$ cat config.mk
export PLATFORM = sky130hd
export DESIGN_NAME = n64_poll_scheduler
export DESIGN_NICKNAME = d
export VERILOG_FILES = /design/src/rtl/n64_poll_scheduler.sv
export SDC_FILE = /design/constraint.sdc
export NUM_CORES = 1
export LEC_CHECK = 0
export BUFFER_PORTS_ARGS = -buffer_cell sky130_fd_sc_hd__buf_2
export CAP_MARGIN = 20
export CORE_ASPECT_RATIO = 0.6
export CORE_UTILIZATION = 45
export DETAILED_ROUTE_END_ITERATION = 12
export PLACE_DENSITY = 0.68
export SKIP_CTS_REPAIR_TIMING = 1
export SYNTH_ARGS = -nofsm -noshare
export SYNTH_HDL_FRONTEND = slang
export SYNTH_SLANG_ARGS = --single-unit
$ cat constraint.sdc
create_clock -name clk -period 3.7 [get_ports clk]
set_clock_uncertainty 0.15 [all_clocks]
set_input_delay 0.74 -clock clk [delete_from_list [all_inputs] [get_ports clk]]
set_output_delay 0.74 -clock clk [all_outputs]
set_load 0.005 [all_outputs]
$ cat src/rtl/n64_poll_scheduler.sv
// n64_poll_scheduler: periodically polls the N64Controller serial engine and
// decodes the controller response into buttons, stick values and paddle motion
// for the ping-pong game. It also counts missed polls and tracks link health.
//
// Ports:
//   clk, rst          clock and async active-high reset
//   enable            1 = scheduling active
//   ctrl_start        one-cycle start pulse to the serial engine
//   ctrl_poll_enable  registered copy of enable
//   ctrl_data         34-bit engine response (bits 33:32 unused)
//   ctrl_read_valid   engine readValid level
//   buttons/stick_x/stick_y  latched response fields
//   sample_valid      one-cycle pulse when a new sample is latched
//   paddle_up/down    paddle motion derived from D-pad and stick_y
//   link_ok           1 after a good sample, 0 after MAX_MISSES consecutive misses
//   miss_count        total missed polls, saturating
module n64_poll_scheduler #(
  parameter int unsigned POLL_PERIOD = 200000,
  parameter int unsigned TIMEOUT     = 20000,
  parameter int unsigned MAX_MISSES  = 3,
  parameter int          DEADZONE    = 16
) (
  input  logic        clk,
  input  logic        rst,
  input  logic        enable,
  output logic        ctrl_start,
  output logic        ctrl_poll_enable,
  input  logic [33:0] ctrl_data,
  input  logic        ctrl_read_valid,
  output logic [15:0] buttons,
  output logic [7:0]  stick_x,
  output logic [7:0]  stick_y,
  output logic        sample_valid,
  output logic        paddle_up,
  output logic        paddle_down,
  output logic        link_ok,
  output logic [7:0]  miss_count
);

  localparam int unsigned PeriodW  = (POLL_PERIOD > 1) ? $clog2(POLL_PERIOD) : 1;
  localparam int unsigned TimeoutW = (TIMEOUT > 1) ? $clog2(TIMEOUT) : 1;
  localparam int unsigned MissW    = 8;

  localparam logic [PeriodW-1:0]  PeriodLast  = PeriodW'(POLL_PERIOD - 1);
  localparam logic [TimeoutW-1:0] TimeoutLast = TimeoutW'(TIMEOUT - 1);
  localparam logic [MissW-1:0]    MissLimit   = MissW'(MAX_MISSES);
  localparam logic [MissW-1:0]    MissMax     = '1;

  typedef enum logic [1:0] {IDLE, START, WAIT, CAPTURE} stateType;

  stateType             state, nextState;
  logic [PeriodW-1:0]   periodCount;
  logic [TimeoutW-1:0]  timeoutCount;
  logic                 readValidPrev;
  logic [MissW-1:0]     consecMisses;

  logic tick, readValidRise;
  logic startNext, clearTimeout, incTimeout, doCapture, doMiss;
  logic [MissW-1:0] consecNext;
  logic dropLink;
  logic signed [7:0] capStickY;
  logic capUp, capDown;

  logic unusedDataHi;
  assign unusedDataHi = ^ctrl_data[33:32];

  assign tick          = enable && (periodCount == PeriodLast);
  assign readValidRise = ctrl_read_valid && !readValidPrev;

  // State register
  always_ff @(posedge clk or posedge rst) begin
    if (rst) state <= IDLE;
    else     state <= nextState;
  end

  // Next-state and control decode; dropping enable aborts any poll in flight
  always_comb begin
    nextState    = state;
    startNext    = 1'b0;
    clearTimeout = 1'b0;
    incTimeout   = 1'b0;
    doCapture    = 1'b0;
    doMiss       = 1'b0;
    if (!enable) begin
      nextState    = IDLE;
      clearTimeout = 1'b1;
    end else begin
      case (state)
        IDLE: begin
          if (tick) begin
            nextState = START;
            startNext = 1'b1;
          end
        end
        START: begin
          nextState    = WAIT;
          clearTimeout = 1'b1;
        end
        WAIT: begin
          // An edge on the final timeout cycle still counts as a capture
          if (readValidRise) begin
            nextState = CAPTURE;
          end else if (timeoutCount == TimeoutLast) begin
            nextState = IDLE;
            doMiss    = 1'b1;
          end else begin
            incTimeout = 1'b1;
          end
        end
        CAPTURE: begin
          nextState = IDLE;
          doCapture = 1'b1;
        end
        default: nextState = IDLE;
      endcase
    end
  end

  // Decode of the incoming response and miss bookkeeping
  always_comb begin
    capStickY  = ctrl_data[31:24];
    capUp      = ctrl_data[11] || (int'(capStickY) > DEADZONE);
    capDown    = ctrl_data[10] || (int'(capStickY) < -DEADZONE);
    consecNext = (consecMisses == MissMax) ? consecMisses : consecMisses + MissW'(1);
    dropLink   = (consecNext >= MissLimit);
  end

  // Counters, edge detect and registered outputs
  always_ff @(posedge clk or posedge rst) begin
    if (rst) begin
      periodCount      <= '0;
      timeoutCount     <= '0;
      readValidPrev    <= 1'b0;
      consecMisses     <= '0;
      ctrl_start       <= 1'b0;
      ctrl_poll_enable <= 1'b0;
      buttons          <= '0;
      stick_x          <= '0;
      stick_y          <= '0;
      sample_valid     <= 1'b0;
      paddle_up        <= 1'b0;
      paddle_down      <= 1'b0;
      link_ok          <= 1'b0;
      miss_count       <= '0;
    end else begin
      if (!enable || (periodCount == PeriodLast)) periodCount <= '0;
      else                                         periodCount <= periodCount + PeriodW'(1);

      if (clearTimeout)    timeoutCount <= '0;
      else if (incTimeout) timeoutCount <= timeoutCount + TimeoutW'(1);

      readValidPrev    <= ctrl_read_valid;
      ctrl_start       <= startNext;
      ctrl_poll_enable <= enable;
      sample_valid     <= doCapture;

      if (doCapture) begin
        buttons      <= ctrl_data[15:0];
        stick_x      <= ctrl_data[23:16];
        stick_y      <= ctrl_data[31:24];
        paddle_up    <= capUp && !capDown;
        paddle_down  <= capDown && !capUp;
        link_ok      <= 1'b1;
        consecMisses <= '0;
      end else if (doMiss) begin
        if (miss_count != MissMax) miss_count <= miss_count + MissW'(1);
        consecMisses <= consecNext;
        if (dropLink) begin
          link_ok     <= 1'b0;
          buttons     <= '0;
          stick_x     <= '0;
          stick_y     <= '0;
          paddle_up   <= 1'b0;
          paddle_down <= 1'b0;
        end
      end
    end
  end

endmodule
==> Yosys cells after proc, flatten, opt, wreduce, memory -nomap -nowiden <==
Index checks and enable logic that the tools add are counted.
{ "op_classes": {"eq_ne": 9, "n_bitwise": 1, "n_div": 0, "mul": 0, "reduce_logical": 18, "n_lt_le_gt_ge": 3, "n_mux": 38, "add_sub_neg": 4, "shifts": 0} }
{ "op_table": {"columns": ["cell", "count"], "rows": [
  ["8-bit 2-to-1 mux", 7],
  ["16-bit 2-to-1 mux", 3],
  ["15-bit 2-to-1 mux", 2],
  ["1-bit 2-to-1 mux", 20],
  ["18-bit by 1-bit adder with 18-bit output, second input constant", 1],
  ["18-bit == test, second input constant", 1],
  ["18-bit 2-to-1 mux", 1],
  ["8-bit by 1-bit adder with 8-bit output, second input constant", 2],
  ["15-bit by 1-bit adder with 15-bit output, second input constant", 1],
  ["15-bit == test, second input constant", 1],
  ["8-bit == test, second input constant", 1],
  ["8-bit by 2-bit >= comparator with 1-bit output, second input constant", 1],
  ["8-bit by 6-bit > comparator with 1-bit output, second input constant", 1],
  ["8-bit by 5-bit less-than comparator with 1-bit output, second input constant", 1],
  ["2-bit 2-to-1 mux", 4],
  ["8-bit != test, second input constant", 1],
  ["2-bit case mux with 4 select lines", 1],
  ["2-bit nonzero test", 3],
  ["2-bit == test, second input constant", 2],
  ["1-bit logical AND", 4],
  ["1-bit logical NOT", 4],
  ["4-bit != test, second input constant", 1],
  ["2-bit AND reduction", 2],
  ["1-bit logical OR", 3],
  ["other kinds (5)", 5]
]} }
{ "word_totals": {"memories": 0, "in_bits": 38, "ff_bits": 90, "rom_bits": 0, "ram_bits": 0, "out_inout_bits": 46, "latch_bits": 0} }

==> Logic depth before layout (Yosys ltp) <==
{ "logic_depth": {"word_depth": 7, "mapped_depth": 9} }

==> Worst setup path after synthesis <==
No wires, ideal clock.
{ "synth_path": {"path_kind": "input port to flip-flop", "from": "input ctrl_read_valid", "to": "register buttons[15]", "setup_slack_ns": 1.098, "t_arrival_ns": 2.331, "cell_stages": 8, "path_buffers": 3, "required_time_ns": 3.429, "path_cell_list": "nor2b_1 -> or2_2 -> or3_1 -> buf_2 -> a32o_1 -> buf_6 -> buf_6 -> a22o_1"} }
{ "synth_between": {"elab_chain_len": 6} }
{ "synth_lines": {"columns": ["item", "line", "text"], "rows": [
  ["from (decl)", "29", "input logic ctrl_read_valid,"],
  ["1-bit logical AND", "68", "assign readValidRise = ctrl_read_valid && !readValidPrev;"],
  ["1-bit 2-to-1 mux", "101", "if (readValidRise) begin"],
  ["1-bit 2-to-1 mux", "88", "case (state)"],
  ["1-bit 2-to-1 mux", "84", "if (!enable) begin"],
  ["2-bit nonzero test (no source line)", null, null],
  ["2-bit AND reduction (no source line)", null, null],
  ["to (signal assigned)", "158", "buttons <= ctrl_data[15:0];"],
  ["to (decl)", "30", "output logic [15:0] buttons,"]
]} }
No other way between the ends.
A chain may end at the register's enable or synchronous reset.

==> Final worst setup path <==
{ "layout_path": {"from": "register timeoutCount[3]", "to": "register buttons[8]"} }
{ "layout_between": {"elab_chain_len": 7} }
{ "layout_lines": {"columns": ["item", "line", "text"], "rows": [
  ["from (decl)", "53", "logic [TimeoutW-1:0] timeoutCount;"],
  ["from (signal assigned)", "150", "else if (incTimeout) timeoutCount <= timeoutCount + TimeoutW'(1);"],
  ["15-bit == test", "103", "end else if (timeoutCount == TimeoutLast) begin"],
  ["1-bit 2-to-1 mux", "103", null],
  ["1-bit 2-to-1 mux", "101", null],
  ["1-bit 2-to-1 mux", "88", null],
  ["1-bit 2-to-1 mux", "84", null],
  ["2-bit nonzero test (no source line)", null, null],
  ["2-bit AND reduction (no source line)", null, null]
]} }
No other way between the ends.

==> tab_implementation.tex <==
\begin{tabular}{lr}
\hline
Metric & Value \\
\hline
\multicolumn{2}{l}{\textbf{Setup path}} \\
\quad Peak per-stage delay on the critical path & approximately 0.6 ns \\
\quad Arrival @ worst endpoint & 2.71 ns \\
\quad Buffers \& Inverters on Critical Path & 1 \\
\quad Type of destination of the critical path & flop \\
\quad Worst setup path class & flop to flop \\
\quad Crit path required time & roughly 3.8 ns \\
\quad Cells along the critical path & nand3\_2 > or4\_1 > or3\_1 > a32o\_1 > buf\_4 > a22o\_1 \\
\quad Worst Setup Start Kind & flop \\
\quad Critical-path top delay cell & or4\_1 \\
\quad Kind of cell with the highest combined delay on the critical path & simple AND/OR/NAND/NOR gates \\
\quad Largest driver fanout on the critical path & 34 \\
\multicolumn{2}{l}{\textbf{Clocking}} \\
\quad Cts bufs inserted & 9 \\
\quad TritonCTS clock tree & built \\
\quad Clk\_lat worst skew & about 0.34 ns \\
\quad Maximum level of the CTS H-tree & 3 \\
\quad CTS root buf & clkbuf\_16 \\
\quad Number of buffers on the longest clock path & 2 \\
\quad Sink Count & 90 \\
\quad Clk slew on worst S/H paths & around 0.060 ns \\
\multicolumn{2}{l}{\textbf{Logic synthesis}} \\
\quad Net Count, Synth & 419 \\
\quad Post-synthesis cell type with the largest combined area & dfrtp\_1 \\
\quad Seq/Total Area, Yosys & approximately 55\% \\
\quad Syn\_area\_per\_cell & roughly 11 um2 \\
\quad Netlist Area Pre-Place & approximately 4000 um2 \\
\quad Number of synthesized flops with an enable pin & 0 \\
\quad Area fraction of the dominant cell type after synthesis & 54.7\% \\
\quad Post-synthesis cell type count & between 40 and 50 \\
\quad Number of warnings issued by yosys & 0 \\
\quad Largest cells by area after synthesis & dfrtp\_1, a22o\_1, xor2\_1 \\
\quad Share of synthesized flip-flops with an asynchronous set or reset & 100\% \\
\quad Synthesized instance count & approximately 380 \\
\quad Post-synthesis register bit count & 90 \\
\quad Leading register cell type out of synthesis & dfrtp\_1 \\
\multicolumn{2}{l}{\textbf{Route}} \\
\quad Routed wire per std cell & between 10 and 15 um \\
\quad Count of TritonRoute iterations in the first routing pass & 9 \\
\quad DRC marker count from the first detailed-route iteration & 218 \\
\quad Post-route DRC & 9 \\
\quad Routed WL & approximately 8500 um \\
\quad Number of vias per cell after detailed routing & around 5.5 \\
\quad Detail Route Antenna Nets & 0 \\
\quad Total via count in the routed design & $\sim$3100 \\
\multicolumn{2}{l}{\textbf{Die}} \\
\quad Num ports & 84 \\
\quad Width of the chip & roughly 130 um \\
\quad Die boundary height & between 70 and 80 um \\
\quad Starting density of the core & roughly 47\% \\
\quad Cell Rows & 26 \\
\quad Core area & between 8000 and 9000 um2 \\
\quad Die footprint & 9550 um2 \\
\multicolumn{2}{l}{\textbf{Timing}} \\
\quad Endpoints failing hold & 0 \\
\quad \# setup viols final & 0 \\
\quad Final Max Slew Viols & 0 \\
\quad Crit path time final & about 2.6 ns \\
\quad Unrepaired setup endpoints after global routing & false \\
\quad Maximum frequency from static timing analysis & about 0.38 GHz \\
\quad Fraction of the cycle the final worst path needs & between 70 and 80\% \\
\quad Worst slew margin & 42.4\% \\
\quad Setup TNS after final layout & 0 ns \\
\quad Worst Tran Pin Value & between 0.8 and 0.9 ns \\
\multicolumn{2}{l}{\textbf{Layout}} \\
\quad Core occupancy in the finished layout & 56.8\% \\
\quad Most frequent cells in the layout & dfrtp\_1, buf\_2, nor2\_1 \\
\quad Commonest non-fill, non-tap cell in the layout & dfrtp\_1 \\
\quad Final-layout fill cell count & 750 \\
\quad Relative area change from synthesis to final layout & 19.8\% \\
\quad Final-stage net count & between 400 and 500 \\
\quad Ant diodes & 0 \\
\quad Fraction of layout instances using a drive strength above 1 & roughly a quarter \\
\multicolumn{2}{l}{\textbf{Pwr}} \\
\quad Max VDD drop & between 0.2 and 0.3 mV \\
\quad Static Leakage & 2.47 nW \\
\quad Power density relative to cell area & 421 nW/um2 \\
\quad Overall power of the completed layout & a little over 2 mW \\
\multicolumn{2}{l}{\textbf{Global route}} \\
\quad Global-route wire length before repair & 15000 um \\
\quad Antenna violations before repair & 0 \\
\quad GRT Total Usage & between 10\% and 20\% \\
\quad Gr ovfl total & 0 \\
\quad Pin count of the biggest net entering global routing & between 50 and 60 \\
\quad Via count of the first global-routing pass & approximately 3000 \\
\multicolumn{2}{l}{\textbf{Flow run}} \\
\quad Max-cap violations & 0 \\
\multicolumn{2}{l}{\textbf{Worst hold path}} \\
\quad Classification of the worst-slack hold path & flop to flop \\
\multicolumn{2}{l}{\textbf{Placed design}} \\
\quad RePlAce Congestion & just under 0.8 \\
\quad Quantity of I/O buffers inserted on ports & 81 \\
\quad DP HPWL & approximately 5800 um \\
\multicolumn{2}{l}{\textbf{Status}} \\
\quad Outcome & finished with violations \\
\quad Violations in the final reports & design-rule violations \\
\hline
\end{tabular}
[state kept, by name, indices dropped and copies added, names as in the netlist]
signal            flops
buttons              16
miss_count            8
paddle_up             1
paddle_down           1
periodCount          18
link_ok               1
sample_valid          1
state                 2
ctrl_poll_enable      1
stick_x               8
consecMisses          8
timeoutCount         15
readValidPrev         1
ctrl_start            1
stick_y               8
[kinds of logic after synthesis]
| group | synth area share, % |
|---|---|
| multiplexers | 1.52 |
| AND/OR/NAND/NOR | 18.6 |
| adder cells (fa/ha/maj) | 1.22 |
| AO/OA/AOI/OAI | 13.7 |
| buffers and inverters | 3.22 |
| XOR/XNOR | 7.02 |
| flip-flops | 54.7 |
[path summary, 6_finish.rpt]
check                                start              end  slack, ns  depth (start not counted)
setup / recovery           timeoutCount[3]       buttons[8]       1.06                          6
min in group asynchronous              rst  periodCount[14]       0.40                          2
hold / removal              periodCount[0]   periodCount[0]       0.31                          1
hold reg to reg             periodCount[0]   periodCount[0]       0.31                          1
setup reg to reg           timeoutCount[3]       buttons[8]       1.06                          6
max in group asynchronous              rst    miss_count[2]       2.32                          3
[routing by layer]
metal	wire length, um	global-route usage (%)
met5	0	0
met4	51	4.02
met3	477	5.27
met1	4230	28.2
met2	3750	29.1
[power breakdown]
group | internal (mW) | switching, mW | total (mW)
combinational | 0.0378 | 0.0509 | 0.0887
clock | 0.597 | 0.383 | 0.981
sequential | 0.999 | 0.00868 | 1.01
[cell usage after synthesis, types with 2 or more instances]
cell	instances
and2_1	3
a22o_1	33
a21oi_1	6
xor2_1	20
dfrtp_1	90
nor2_1	35
a211oi_1	2
nand3_1	17
a21boi_0	2
and3_1	13
nor4b_1	2
o211a_1	2
and4_1	6
or4_1	3
a31oi_1	2
o31ai_1	2
xnor2_1	13
nand2_1	28
nand4_1	10
o21ai_0	6
inv_1	7
clkbuf_1	11
a31o_2	2
buf_2	4
or3_1	5
mux2_2	2
mux2i_1	4
o211ai_1	4
ha_1	4
nand2b_1	3
nor2b_1	5
nor4_1	4
buf_6	4
nor3_1	8
[layout make-up]
| type | instances | area (um2) | area share, % |
|---|---|---|---|
| clock buffers | 9 | 225 | 4.57 |
| inverters | 7 | 27.5 | 0.558 |
| repair buffers | 86 | 455 | 9.24 |
| multi-input cells | 261 | 1730 | 35.1 |
| well taps | 112 | 140 | 2.84 |
| flip-flops and latches | 90 | 2250 | 45.7 |
| clock inverters | 7 | 98.8 | 2.00 |
[stage by stage]
step | hold slack [ns] | instance area [um2] | std cells | setup WS, ns
finish | 0.307 | 4930 | 572 | 1.06
CTS | 0.309 | 4930 | 572 | 1.08
global placement | 0.290 | 4610 | 556 | 0.813
detailed placement | 0.300 | 4610 | 556 | 0.757
floorplan | 0.274 | 4120 | 377 | 0.475
global route | 0.326 | 4930 | 572 | 0.970
(Power assumes the default switching activity.)
